==> src/rtl/fusion_stream_ctrl_if.sv <==
// fusion_stream_ctrl_if: AXI-Stream handshake bundle between the fusion controller and its neighbours
interface fusion_stream_ctrl_if;
  logic s_axis_tvalid;
  logic s_axis_tready;
  logic m_axis_tvalid;
  logic m_axis_tready;
  logic m_axis_tlast;
  modport slave (
    input  s_axis_tvalid, m_axis_tready,
    output s_axis_tready, m_axis_tvalid, m_axis_tlast
  );
  modport master (
    output s_axis_tvalid, m_axis_tready,
    input  s_axis_tready, m_axis_tvalid, m_axis_tlast
  );
endinterface

==> src/rtl/fusion_stream_ctrl.sv <==
// fusion_stream_ctrl: pipeline-enable flow control, per-stage validity, pixel/frame counting and tlast for temporal fusion
module fusion_stream_ctrl #(
  parameter int HIM_LEN           = 520,
  parameter int HIM_WID           = 520,
  parameter int HNO_IMAGES        = 16,
  parameter int LOG2_NO_OF_IMAGES = 4,
  parameter int PIPELINE_LATENCY  = 20
) (
  input  logic                         axi_clk,
  input  logic                         axi_reset,
  input  logic                         start,
  input  logic                         abort,
  fusion_stream_ctrl_if.slave          axis,
  output logic                         pipe_en,
  output logic [LOG2_NO_OF_IMAGES-1:0] frame_idx,
  output logic                         first_frame,
  output logic                         busy,
  output logic                         frame_done
);
  localparam int FRAME_PIX = HIM_LEN * HIM_WID;
  localparam int CW = FRAME_PIX > 1 ? $clog2(FRAME_PIX) : 1;
  localparam logic [CW-1:0] LAST_PIX = CW'(FRAME_PIX - 1);
  localparam logic [LOG2_NO_OF_IMAGES-1:0] LAST_IDX = LOG2_NO_OF_IMAGES'(HNO_IMAGES - 1);

  typedef enum logic [1:0] {IDLE, RUN, DRAIN} state_t;

  state_t                         r_state;
  logic [PIPELINE_LATENCY-1:0]    r_vld;
  logic [CW-1:0]                  r_in_cnt;
  logic [CW-1:0]                  r_out_cnt;
  logic [LOG2_NO_OF_IMAGES-1:0]   r_frame_idx;
  logic                           r_frame_done;
  logic                           w_act;
  logic                           w_vld_last;
  logic                           w_pipe_en;
  logic                           w_in_hs;
  logic                           w_out_hs;
  logic                           w_tlast;

  assign w_act      = r_state != IDLE;
  assign w_vld_last = r_vld[PIPELINE_LATENCY-1];
  // a valid head stage may only advance when downstream takes it
  assign w_pipe_en  = w_act & (axis.m_axis_tready | ~w_vld_last);
  assign w_in_hs    = axis.s_axis_tready & axis.s_axis_tvalid;
  assign w_out_hs   = axis.m_axis_tvalid & axis.m_axis_tready;
  assign w_tlast    = axis.m_axis_tvalid & (r_out_cnt == LAST_PIX);

  assign axis.s_axis_tready = (r_state == RUN) & w_pipe_en;
  assign axis.m_axis_tvalid = w_vld_last & w_act;
  assign axis.m_axis_tlast  = w_tlast;
  assign pipe_en            = w_pipe_en;
  assign frame_idx          = r_frame_idx;
  assign first_frame        = r_frame_idx == '0;
  assign busy               = w_act;
  assign frame_done         = r_frame_done;

  always_ff @(posedge axi_clk or posedge axi_reset) begin
    if (axi_reset) begin
      r_state      <= IDLE;
      r_vld        <= '0;
      r_in_cnt     <= '0;
      r_out_cnt    <= '0;
      r_frame_idx  <= '0;
      r_frame_done <= 1'b0;
    end else begin
      r_frame_done <= 1'b0;
      if (abort && w_act) begin
        r_state   <= IDLE;
        r_vld     <= '0;
        r_in_cnt  <= '0;
        r_out_cnt <= '0;
      end else if (r_state == IDLE) begin
        if (start) r_state <= RUN;
      end else begin
        if (w_pipe_en) r_vld <= (r_vld << 1) | PIPELINE_LATENCY'(w_in_hs);
        if (w_in_hs) begin
          r_in_cnt <= (r_in_cnt == LAST_PIX) ? '0 : r_in_cnt + 1'b1;
          if (r_in_cnt == LAST_PIX) r_state <= DRAIN;
        end
        if (w_out_hs) begin
          r_out_cnt <= w_tlast ? '0 : r_out_cnt + 1'b1;
          if (w_tlast && r_state == DRAIN) begin
            r_frame_idx  <= (r_frame_idx == LAST_IDX) ? '0 : r_frame_idx + 1'b1;
            r_frame_done <= 1'b1;
            r_state      <= IDLE;
          end
        end
      end
    end
  end
endmodule

==> src/flat_wrapper.sv <==
// flat-port wrapper written by rule: the top's interface ports become plain ports
module fusion_stream_ctrl_flat 
#(
  parameter int HIM_LEN           = 520,
  parameter int HIM_WID           = 520,
  parameter int HNO_IMAGES        = 16,
  parameter int LOG2_NO_OF_IMAGES = 4,
  parameter int PIPELINE_LATENCY  = 20
)
  (axi_clk, axi_reset, start, abort, pipe_en, frame_idx, first_frame, busy, frame_done, axis_s_axis_tvalid, axis_m_axis_tready, axis_s_axis_tready, axis_m_axis_tvalid, axis_m_axis_tlast);
  fusion_stream_ctrl_if axis_i ();
  input  logic axi_clk;
  input  logic axi_reset;
  input  logic start;
  input  logic abort;
  output logic pipe_en;
  output logic [LOG2_NO_OF_IMAGES-1:0] frame_idx;
  output logic first_frame;
  output logic busy;
  output logic frame_done;
  input wire logic [$bits(axis_i.s_axis_tvalid)-1:0] axis_s_axis_tvalid;
  input wire logic [$bits(axis_i.m_axis_tready)-1:0] axis_m_axis_tready;
  output wire logic [$bits(axis_i.s_axis_tready)-1:0] axis_s_axis_tready;
  output wire logic [$bits(axis_i.m_axis_tvalid)-1:0] axis_m_axis_tvalid;
  output wire logic [$bits(axis_i.m_axis_tlast)-1:0] axis_m_axis_tlast;
  assign axis_i.s_axis_tvalid = axis_s_axis_tvalid;
  assign axis_i.m_axis_tready = axis_m_axis_tready;
  assign axis_s_axis_tready = axis_i.s_axis_tready;
  assign axis_m_axis_tvalid = axis_i.m_axis_tvalid;
  assign axis_m_axis_tlast = axis_i.m_axis_tlast;
  fusion_stream_ctrl #(.HIM_LEN(HIM_LEN), .HIM_WID(HIM_WID), .HNO_IMAGES(HNO_IMAGES), .LOG2_NO_OF_IMAGES(LOG2_NO_OF_IMAGES), .PIPELINE_LATENCY(PIPELINE_LATENCY)) u_core (.axi_clk(axi_clk), .axi_reset(axi_reset), .start(start), .abort(abort), .axis(axis_i), .pipe_en(pipe_en), .frame_idx(frame_idx), .first_frame(first_frame), .busy(busy), .frame_done(frame_done));
endmodule
==> config.mk <==
export PLATFORM = sky130hd
export DESIGN_NAME = fusion_stream_ctrl_flat
export DESIGN_NICKNAME = d
export VERILOG_FILES = /design/src/rtl/fusion_stream_ctrl_if.sv /design/src/rtl/fusion_stream_ctrl.sv /design/src/flat_wrapper.sv
export SDC_FILE = /design/constraint.sdc
export NUM_CORES = 1
export LEC_CHECK = 0
export ABC_AREA = 0
export ABC_CLOCK_PERIOD_IN_PS = 5800
export CAP_MARGIN = 20
export CORE_MARGIN = 2
export CORE_UTILIZATION = 39
export CTS_CLUSTER_SIZE = 40
export DETAILED_ROUTE_END_ITERATION = 16
export GPL_ROUTABILITY_DRIVEN = 0
export PLACE_DENSITY = 0.61
export RECOVER_POWER = 100
export SLEW_MARGIN = 20
export SYNTH_ARGS = -nofsm -noshare
export SYNTH_HDL_FRONTEND = slang
export SYNTH_SLANG_ARGS = --single-unit
==> constraint.sdc <==
create_clock -name axi_clk -period 5.8 [get_ports axi_clk]
set_input_delay 1.16 -clock axi_clk [delete_from_list [all_inputs] [get_ports axi_clk]]
set_output_delay 1.16 -clock axi_clk [all_outputs]
set_load 0.005 [all_outputs]
==> impl_results.md, run 1 <==
* # diodes at 0
* First-pass GRT wire length at approximately 12000 um
* Post-synthesis xor/xnor area fraction at under 10%
* Max-slew headroom at the worst pin at -129%
* Overall Global Routing Usage at between 15 and 20%
* Fmax at between 200 and 250 MHz
* Mux cell area share after synthesis at approximately 2.5%
* Antenna violations before repair at 0
* Layout area overhead at 13.6%
* Setup crit start kind: primary input
* Status: finished, violations left
* FF+latch count, synth at 65
* Worst Max-Slew Pin Slew at approximately 3400 ps
* Die ar. at about 9200 um2
* Detail Route Antenna Nets at 0
* Worst skew pair latency at between 300 and 400 ps
* DRT Pass-1 Iters at 4
* I/O Pins at 17
* Root Driver: clkbuf_8
* Post-Synth Adder-Cell Area at roughly 1.5%
* Post-synth EDFFs at 0
* WP data required at 4640 ps
* Leak at ~1.6 nW
* Die H at around 96 um
* Clock sink total at 65
* Syn avg cell area at slightly above 9 um2
* H-tree lvl count at 3
* Ys flop type: dfrtp_1
* Detailed-route wire length at between 7000 and 8000 um
* Sequential share of the synthesized area at approximately 50%
* Longest Clk Path Bufs at 2
* Total Power at 0.00101 W
* Worst-path clk slew at around 70 ps
* Number of global-route vias before repair at 2619
* Unrepaired setup endpoints after global routing: false
* Fillers at 801
* Max-cap violations at 1
* Final Hold Slack at approximately 490 ps
* HP Class: reg2reg
* Worst setup EP type: primary output
* Total number of vias at between 2k and 3k
* Largest family of logic cells by synthesized area: simple AND/OR/NAND/NOR gates
* CP max FO at 15
* TritonCTS Buffers at 9
* Largest net degree at the start of global routing at 66
* Library cells used by synthesis at between 40 and 50
* PwrDens at roughly 270 nW/um2
* Die Wd at 96.1 um
* Max VDD drop at 102 uV
* Core Box Area at 8220 um2
* Drt wl/cell at 15.1 um
* Final setup TNS at 0 ps
* Hold_buf cts at 0
* # rows at 33
* Vias/cell at between 5 and 6
* Total global routing overflow at 0
* DRC violations left at 0
* Ys async rst share at between 90% and 100%
* Buffers on Ports at 16
* Final Slew Violations at 66
* Final min period at around 4700 ps
* Post-CTS Setup Inserts at 0
* Final setup fails at 0
* Share of cells above drive strength 1 at 5.82%
* Effective utilization at floorplan at approximately two fifths
* Post-Route Skew at 7.07 ps
* Mapped Cells at between 300 and 400
* Simple-gate share of the synthesized area at 26.5%
* Starting DRT DRC Count at ~150
* Post-DP HPWL at roughly 4700 um
* Final Hold Fails at 0
* Critical path type: in2out
* Compound-Gate Fraction of Synth Area at 13.0%
* Syn nets at ~370
* Fin crit share at between 80% and 90%
* Post-CTS Resized at 0
* CP arrival at between 3000 and 4000 ps
* Failing checks: max-capacitance violations, max-slew violations
* Netlist Area Pre-Place at around 3300 um2
* Syn. warnings at 0
* Final #Nets at about 380
* CTS tree: yes
## metal layers
metal	up-vias	global-route usage (%)	wire (um)
met5	-	0	0
met4	0	7.26	112
met3	9	2.98	199
met2	44	27.0	3400
met1	1330	24.1	3590
li1	1328	-	-
## kinds of logic (layout without fill, tap and decap cells)
logic type | Yosys count | in the layout
buf+inv | 27 | 48
mux | 8 | 8
flops | 65 | 65
simple gates | 169 | 169
compound gates | 68 | 68
xor+xnor | 16 | 16
fa+ha+maj | 4 | 4
## layout make-up
| cell class | count | area, um2 | area share (%) |
|---|---|---|---|
| clock inverters | 4 | 51.3 | 1.36 |
| well taps | 105 | 131 | 3.50 |
| inverters | 13 | 48.8 | 1.30 |
| flip-flops and latches | 65 | 1630 | 43.3 |
| repair buffers | 19 | 175 | 4.66 |
| clock buffers | 12 | 155 | 4.13 |
| multi-input cells | 265 | 1570 | 41.8 |
## worst paths after layout
check / start / slack, ps / cells after the start / end
setup / recovery: axis_m_axis_tready / 1080 / 5 / pipe_en
hold / removal: u_core.r_out_cnt[18] / 490 / 1 / u_core.r_out_cnt[18]
setup reg to reg: u_core.r_out_cnt[0] / 3030 / 6 / u_core.frame_idx[1]
hold reg to reg: u_core.r_out_cnt[18] / 490 / 1 / u_core.r_out_cnt[18]
max in group asynchronous: axi_reset / 1410 / 3 / u_core.r_out_cnt[3]
min in group asynchronous: axi_reset / 2460 / 3 / u_core.frame_done
## report_power, final
part	switching (W)	internal, W	leakage, nW
Combinational	0.0000745	0.0000363	0.594
Sequential	0.0000187	0.000478	0.895
Clock	0.000176	0.000222	0.103
## critical path, stage by stage
cell and delay [ps]:
dlygate4sd3_1 590, nand2b_1 230, nand2_1 370, clkinv_1 470, dlygate4sd3_1 720
## cell usage after synthesis, types with 3 or more instances
cell type  instances  area share [%]
nor2_1            28             3.2
o31ai_1            4            0.91
nand2b_1           8             1.5
a22o_1             6             1.6
and4_1             7             1.9
xor2_1             3            0.79
ha_1               4             1.5
clkbuf_1          10             1.1
nor4_1             9             1.7
nand2_1           54             6.1
nor3_1            10             1.5
nand3_1           19             2.9
o21ai_0           10             1.5
and3_1             6             1.1
mux2i_1            6             1.8
a21oi_1           19             2.9
nor4b_1            4             1.1
xnor2_1           13             3.4
inv_1             11             1.2
a31oi_1           19             3.6
nand4_1           10             1.9
dfrtp_1           65              49
## per-stage QoR
step	instance area [um2]	instances	utilization, %	setup WS [ps]
floorplan	3310	357	-	2780
global placement	3570	467	43.4	1400
detailed placement	3570	467	43.4	1390
CTS	3770	483	45.9	1370
global route	3760	483	45.7	617
finish	3760	483	45.7	1080
## cells in the final DEF, fill, tap and decap left out, types with 3 or more instances in the layout
master | synthesis | routed
o21ai_0 | 10 | 11
ha_1 | 4 | 4
and4_1 | 7 | 7
clkbuf_1 | 10 | 3
dlygate4sd3_1 | 0 | 11
nand4_1 | 10 | 10
clkbuf_8 | 0 | 11
nand2b_1 | 8 | 8
o31ai_1 | 4 | 4
xor2_1 | 3 | 3
a21oi_1 | 19 | 19
nand2_1 | 54 | 54
nor4_1 | 9 | 9
nor2_1 | 28 | 28
nor3_1 | 10 | 11
and3_1 | 6 | 6
or4_1 | 2 | 3
a22o_1 | 6 | 6
nand3_1 | 19 | 19
nor4b_1 | 4 | 4
inv_1 | 11 | 11
dfrtp_1 | 65 | 65
clkdlybuf4s50_1 | 0 | 5
a31oi_1 | 19 | 19
xnor2_1 | 13 | 13
mux2i_1 | 6 | 6
## registers in the layout (all words and copies together) (netlist names)
register / flops
u_core.frame_done: 1
u_core.r_out_cnt: 19
u_core.r_in_cnt: 19
u_core.frame_idx: 4
u_core.r_state: 2
u_core.r_vld: 20
Power figures use the tool's default switching activity.
==> inputs of run 2 (changes only) <==
--- a/config.mk
+++ b/config.mk
@@ -6,7 +6,7 @@
 export NUM_CORES = 1
 export LEC_CHECK = 0
 export ABC_AREA = 0
-export ABC_CLOCK_PERIOD_IN_PS = 5800
+export ABC_CLOCK_PERIOD_IN_PS = 4600
 export CAP_MARGIN = 20
 export CORE_MARGIN = 2
 export CORE_UTILIZATION = 39
==> constraint.sdc (replaced) <==
create_clock -name axi_clk -period 4.6 [get_ports axi_clk]
set_input_delay 0.92 -clock axi_clk [delete_from_list [all_inputs] [get_ports axi_clk]]
set_output_delay 0.92 -clock axi_clk [all_outputs]
set_load 0.005 [all_outputs]
==> run 2 against run 1 <==
  * The flow finishes with violations (max-capacitance violations)
  * Sequential cell count did not move
  * Design area fell by 1.2%
  * Core utilization fell by 0.55 points
  * Non-clock buffer count rose by 2
  * Clock power rose by 2%
  * Hold slack got worse by 11 ps
==> impl_results.md, run 2 (synthesis results as in run 1) <==
* Status: finished, violations left
* Failing checks: max-capacitance violations
* Area after DPL at between 3000 and 4000 um2
* Fin crit share at 82.2%
* WP data required at ~3700 ps
* Post-CTS Resized at 0
* PwrDens at around 320 nW/um2
* Worst-path clk slew at 70 ps
* Starting DRT DRC Count at roughly 150
* Largest net degree at the start of global routing at 41
* Post-DP HPWL at about 4800 um
* Critical path type: in2out
* Fillers at ~790
* Root Driver: clkbuf_8
* Worst Max-Slew Pin Slew at roughly 1500 ps
* Number of global-route vias before repair at about 2.5k
* Max-slew headroom at the worst pin at about 1.0%
* Total number of vias at about 2.7k
* Area of the multi-input gates at 1560 um2
* Buffers on Ports at 16
* Hold path depth at 1
* Drt wl/cell at ~15 um
* Leak at about 1.6 nW
* # diodes at 0
* Hold_buf cts at 0
* DRT Pass-1 Iters at 4
* Final #Nets at roughly 390
* First-pass GRT wire length at 12200 um
* Share of cells above drive strength 1 at roughly 5.0%
* H-tree lvl count at 3
* Antenna violations before repair at 0
* Post-CTS Setup Inserts at 0
* DRC violations left at 0
* # rows at 33
* Biggest registers after layout: u_core.r_vld: 20 flops, u_core.r_in_cnt: 19 flops, u_core.r_out_cnt: 19 flops
* Final Hold Fails at 0
* Clock sink total at 65
* Final Slew Violations at 0
* Post-Route Skew at between 5 and 6 ps
* Die H at between 90 and 100 um
* Setup crit start kind: primary input
* Worst setup EP type: primary output
* Unrepaired setup endpoints after global routing: false
* Fmax at 264 MHz
* CP max FO at 14
* Final setup fails at 0
* Max-cap violations at 1
* Die Wd at around 96 um
* Final setup TNS at 0 ps
* Commonest non-fill, non-tap cell in the layout: dfrtp_1
* Top reg by flops: u_core.r_vld
* Die ar. at approximately 9000 um2
* Commonest cells after routing, fill and taps aside: 65 x dfrtp_1, 54 x nand2_1, 28 x nor2_1
* Final min period at around 3800 ps
* I/O Pins at 17
* CTS tree: yes
* TritonCTS Buffers at 9
* HP Class: reg2reg
* Longest Clk Path Bufs at 2
* FF-to-FF path depth at 6
* Layout area overhead at 12.2%
* Max reg flops at 20
* Overall Global Routing Usage at 17.1%
* Vias/cell at approximately 5.5
* Register area at 1630 um2
* Worst skew pair latency at 340 ps
* Max VDD drop at ~110 uV
* Effective utilization at floorplan at between 40% and 50%
* Finished Cell Area at roughly 3700 um2
* Core Box Area at about 8000 um2
* Total global routing overflow at 0
* CP arrival at roughly 2900 ps
* Detail Route Antenna Nets at 0
* Detailed-route wire length at roughly 7000 um
-- run 2: report_power, final --
| part | total [W] | leakage [nW] | switching [W] | internal (W) |
|---|---|---|---|---|
| combinational | 0.000139 | 0.602 | 0.0000929 | 0.0000465 |
| sequential | 0.000627 | 0.895 | 0.0000242 | 0.000602 |
| clock | 0.000406 | 0.0774 | 0.000212 | 0.000195 |
| total | 0.00117 | 1.57 | 0.000329 | 0.000844 |
-- run 2: cell type report --
cell class / count / share of cell area [%]
clock buffer: 13 / 3.74
inverter: 13 / 1.31
timing repair buffer: 21 / 5.02
clock inverter: 3 / 0.472
multi-input combinational: 265 / 42.1
tap: 105 / 3.54
sequential: 65 / 43.8
-- run 2: per-layer routing --
layer  wire (um)  track usage (%)  up-vias
met4          92             6.79        0
met3         174             3.99        8
met5           0                0        -
met1        3580             23.4     1303
met2        3200             26.2       32
li1            -                -     1322
-- run 2: worst paths after layout --
| check | from | endpoint | slack (ps) |
|---|---|---|---|
| max in group asynchronous | axi_reset | u_core.r_out_cnt[8] | 1120 |
| max reg2reg | u_core.r_out_cnt[0] | u_core.frame_idx[1] | 1790 |
| min reg2reg | u_core.r_out_cnt[18] | u_core.r_out_cnt[18] | 480 |
| min in group asynchronous | axi_reset | u_core.frame_idx[0] | 1460 |
| min | u_core.r_out_cnt[18] | u_core.r_out_cnt[18] | 480 |
| max | axis_m_axis_tready | pipe_en | 820 |
-- run 2: worst max-delay path, cell delays in order --
cell	delay (ps)
dlygate4sd3_1	590
nand2b_1	230
nand2_1	380
clkinv_1	140
dlygate4sd3_1	590
-- run 2: metrics by stage --
stage	worst slack, ps	hold slack [ps]	total power (W)	instances	utilization [%]
final	819	480	0.00117	485	45.2
after global routing	532	521	0.00124	485	45.2
after floorplan	1850	442	0.000733	357	-
after CTS	1050	482	0.00119	485	45.5
after global placement	1080	464	0.000780	469	43.6
after detailed placement	1050	471	0.000783	469	43.6
==> inputs of run 3 (changes only) <==
--- a/config.mk
+++ b/config.mk
@@ -6,7 +6,7 @@
 export NUM_CORES = 1
 export LEC_CHECK = 0
 export ABC_AREA = 0
-export ABC_CLOCK_PERIOD_IN_PS = 4600
+export ABC_CLOCK_PERIOD_IN_PS = 3900
 export CAP_MARGIN = 20
 export CORE_MARGIN = 2
 export CORE_UTILIZATION = 39
==> constraint.sdc (replaced) <==
create_clock -name axi_clk -period 3.9 [get_ports axi_clk]
set_input_delay 0.78 -clock axi_clk [delete_from_list [all_inputs] [get_ports axi_clk]]
set_output_delay 0.78 -clock axi_clk [all_outputs]
set_load 0.005 [all_outputs]
==> run 3 against run 2 <==
  * The flow now finishes without violations
  * Power rose by 26%
  * Register-to-register slack lost 450 ps
  * Design area rose by 1.7%
  * Sequential power grew 18%
  * Clock power rose by 40%
  * Combinational power increased by 24%
==> impl_results.md, run 3 (synthesis results as in run 1) <==
* Internal power at approximately 0.0011 W
* Final setup TNS at 0 ps
* Sw Ratio at 27.1%
* CTS tree: yes
* First-pass GRT wire length at around 12000 um
* Cell Chain, Critical Path: ha_1, and3_1, nand3_1, or4_4, inv_1, dlygate4sd3_1
* Overall Global Routing Usage at between 10% and 20%
* Finished Cell Area at 3780 um2
* Combinational Power Share at approximately 12%
* Longest Clk Path Bufs at 2
* Fmax at approximately 290 MHz
* Post-CTS Resized at 0
* Crit path max-delay family: simple AND/OR/NAND/NOR gates
* Die ar. at roughly 9200 um2
* Die H at about 96 um
* Crit path buffers/inverters at 2
* PwrDens at roughly 400 nW/um2
* Buffers on Ports at 16
* Largest net degree at the start of global routing at 26
* Max-slew headroom at the worst pin at 9.04%
* Max reg flops at 20
* Number of global-route vias before repair at 2532
* Setup crit start kind: flip-flop
* Sw Pwr at 0.000402 W
* WP data required at ~3100 ps
* Post-CTS Setup Inserts at 0
* TritonCTS Buffers at 9
* Reg power frac at between 40% and 50%
* Detail Route Antenna Nets at 0
* Total number of vias at 2705
* Clock sink total at between 60 and 70
* Clock power share at around two fifths
* Commonest cells after routing, fill and taps aside: 65 x dfrtp_1, 54 x nand2_1, 28 x nor2_1, 20 x nand3_1
* Leak at 1.61 nW
* Final #Nets at 389
* Post-Route Skew at approximately 5.8 ps
* Area after DPL at between 3000 and 4000 um2
* Total global routing overflow at 0
* Max VDD drop at ~150 uV
* CP peak stage delay at 700 ps
* Final min period at approximately 3400 ps
* H-tree lvl count at 3
* I/O Pins at 17
* Detailed-route wire length at ~7300 um
* Drt wl/cell at around 15 um
* Biggest registers after layout: u_core.r_vld: 20 flops, u_core.r_in_cnt: 19 flops, u_core.r_out_cnt: 19 flops
* Unrepaired setup endpoints after global routing: false
* Share of cells above drive strength 1 at about 6.3%
* # rows at 33
* Final Slew Violations at 0
* Layout area overhead at 14.1%
* Slowest cell on the critical path: or4_4
* Worst-path clk slew at 70 ps
* Fin crit share at ~88%
* DRC violations left at 0
* CP arrival at around 2700 ps
* Final cell count without fillers at about 490
* Antenna violations before repair at 0
* Top reg by flops: u_core.r_vld
* Worst skew pair latency at approximately 330 ps
* Status: finished, final reports clean
* Final setup fails at 0
* # diodes at 0
* Post-DP HPWL at 5010 um
* Final Hold Fails at 0
* Worst Max-Slew Pin Slew at approximately 1400 ps
* Effective utilization at floorplan at between 40% and 50%
* Core Box Area at between 8000 and 9000 um2
* Hold_buf cts at 0
* Vias/cell at ~5.5
* Starting DRT DRC Count at roughly 180
* CP max FO at 21
* Critical path type: reg2out
* Final Util at between 40% and 50%
* Max-cap violations at 0
* Placed instance count at 473
* Commonest non-fill, non-tap cell in the layout: dfrtp_1
* Worst setup EP type: primary output
* HP Class: reg2reg
* DRT Pass-1 Iters at 4
* Root Driver: clkbuf_8
* Die Wd at about 96 um
==> run 3: worst paths after layout <==
kind                                       from              endpoint  slack [ps]  depth (start not counted)
max                         u_core.r_out_cnt[0]     axis_m_axis_tlast         470                          6
min                        u_core.r_out_cnt[18]  u_core.r_out_cnt[18]         480                          1
max reg2reg                 u_core.r_out_cnt[0]   u_core.frame_idx[1]        1340                          6
min reg2reg                u_core.r_out_cnt[18]  u_core.r_out_cnt[18]         480                          1
max in group asynchronous             axi_reset    u_core.r_in_cnt[6]        1140                          3
min in group asynchronous             axi_reset   u_core.frame_idx[0]        1040                          2
==> run 3: area by class of cell <==
cell class / count / area (um2)
sequential: 65 / 1630
clock buffer: 11 / 141
clock inverter: 5 / 55.1
timing repair buffer: 25 / 205
inverter: 13 / 48.8
tap: 105 / 131
multi-input combinational: 265 / 1570
fill: 779 / 4440
==> run 3: power groups by stage <==
stage               logic [W]  clock network, W  registers (W)
finish               0.000172          0.000570       0.000739
global route         0.000197          0.000619       0.000743
CTS                  0.000181          0.000588       0.000738
detailed placement   0.000182                 0       0.000751
global placement     0.000178                 0       0.000750
floorplan            0.000121                 0       0.000744
==> run 3: per-layer routing <==
metal  vias to the layer above  track usage [%]  wire [um]
met5                         -                0          0
met4                         0             5.24         53
met3                         4             4.46        326
met2                        55             25.9       3380
met1                      1310             23.6       3570
li1                       1336                -          -
==> run 3: metrics by stage <==
stage | total power (W) | hold WS, ps | setup slack (ps)
floorplan | 0.000864 | 442 | 1290
global placement | 0.000928 | 463 | 888
detailed placement | 0.000933 | 470 | 895
CTS | 0.00151 | 479 | 562
global route | 0.00156 | 518 | 289
finish | 0.00148 | 477 | 470
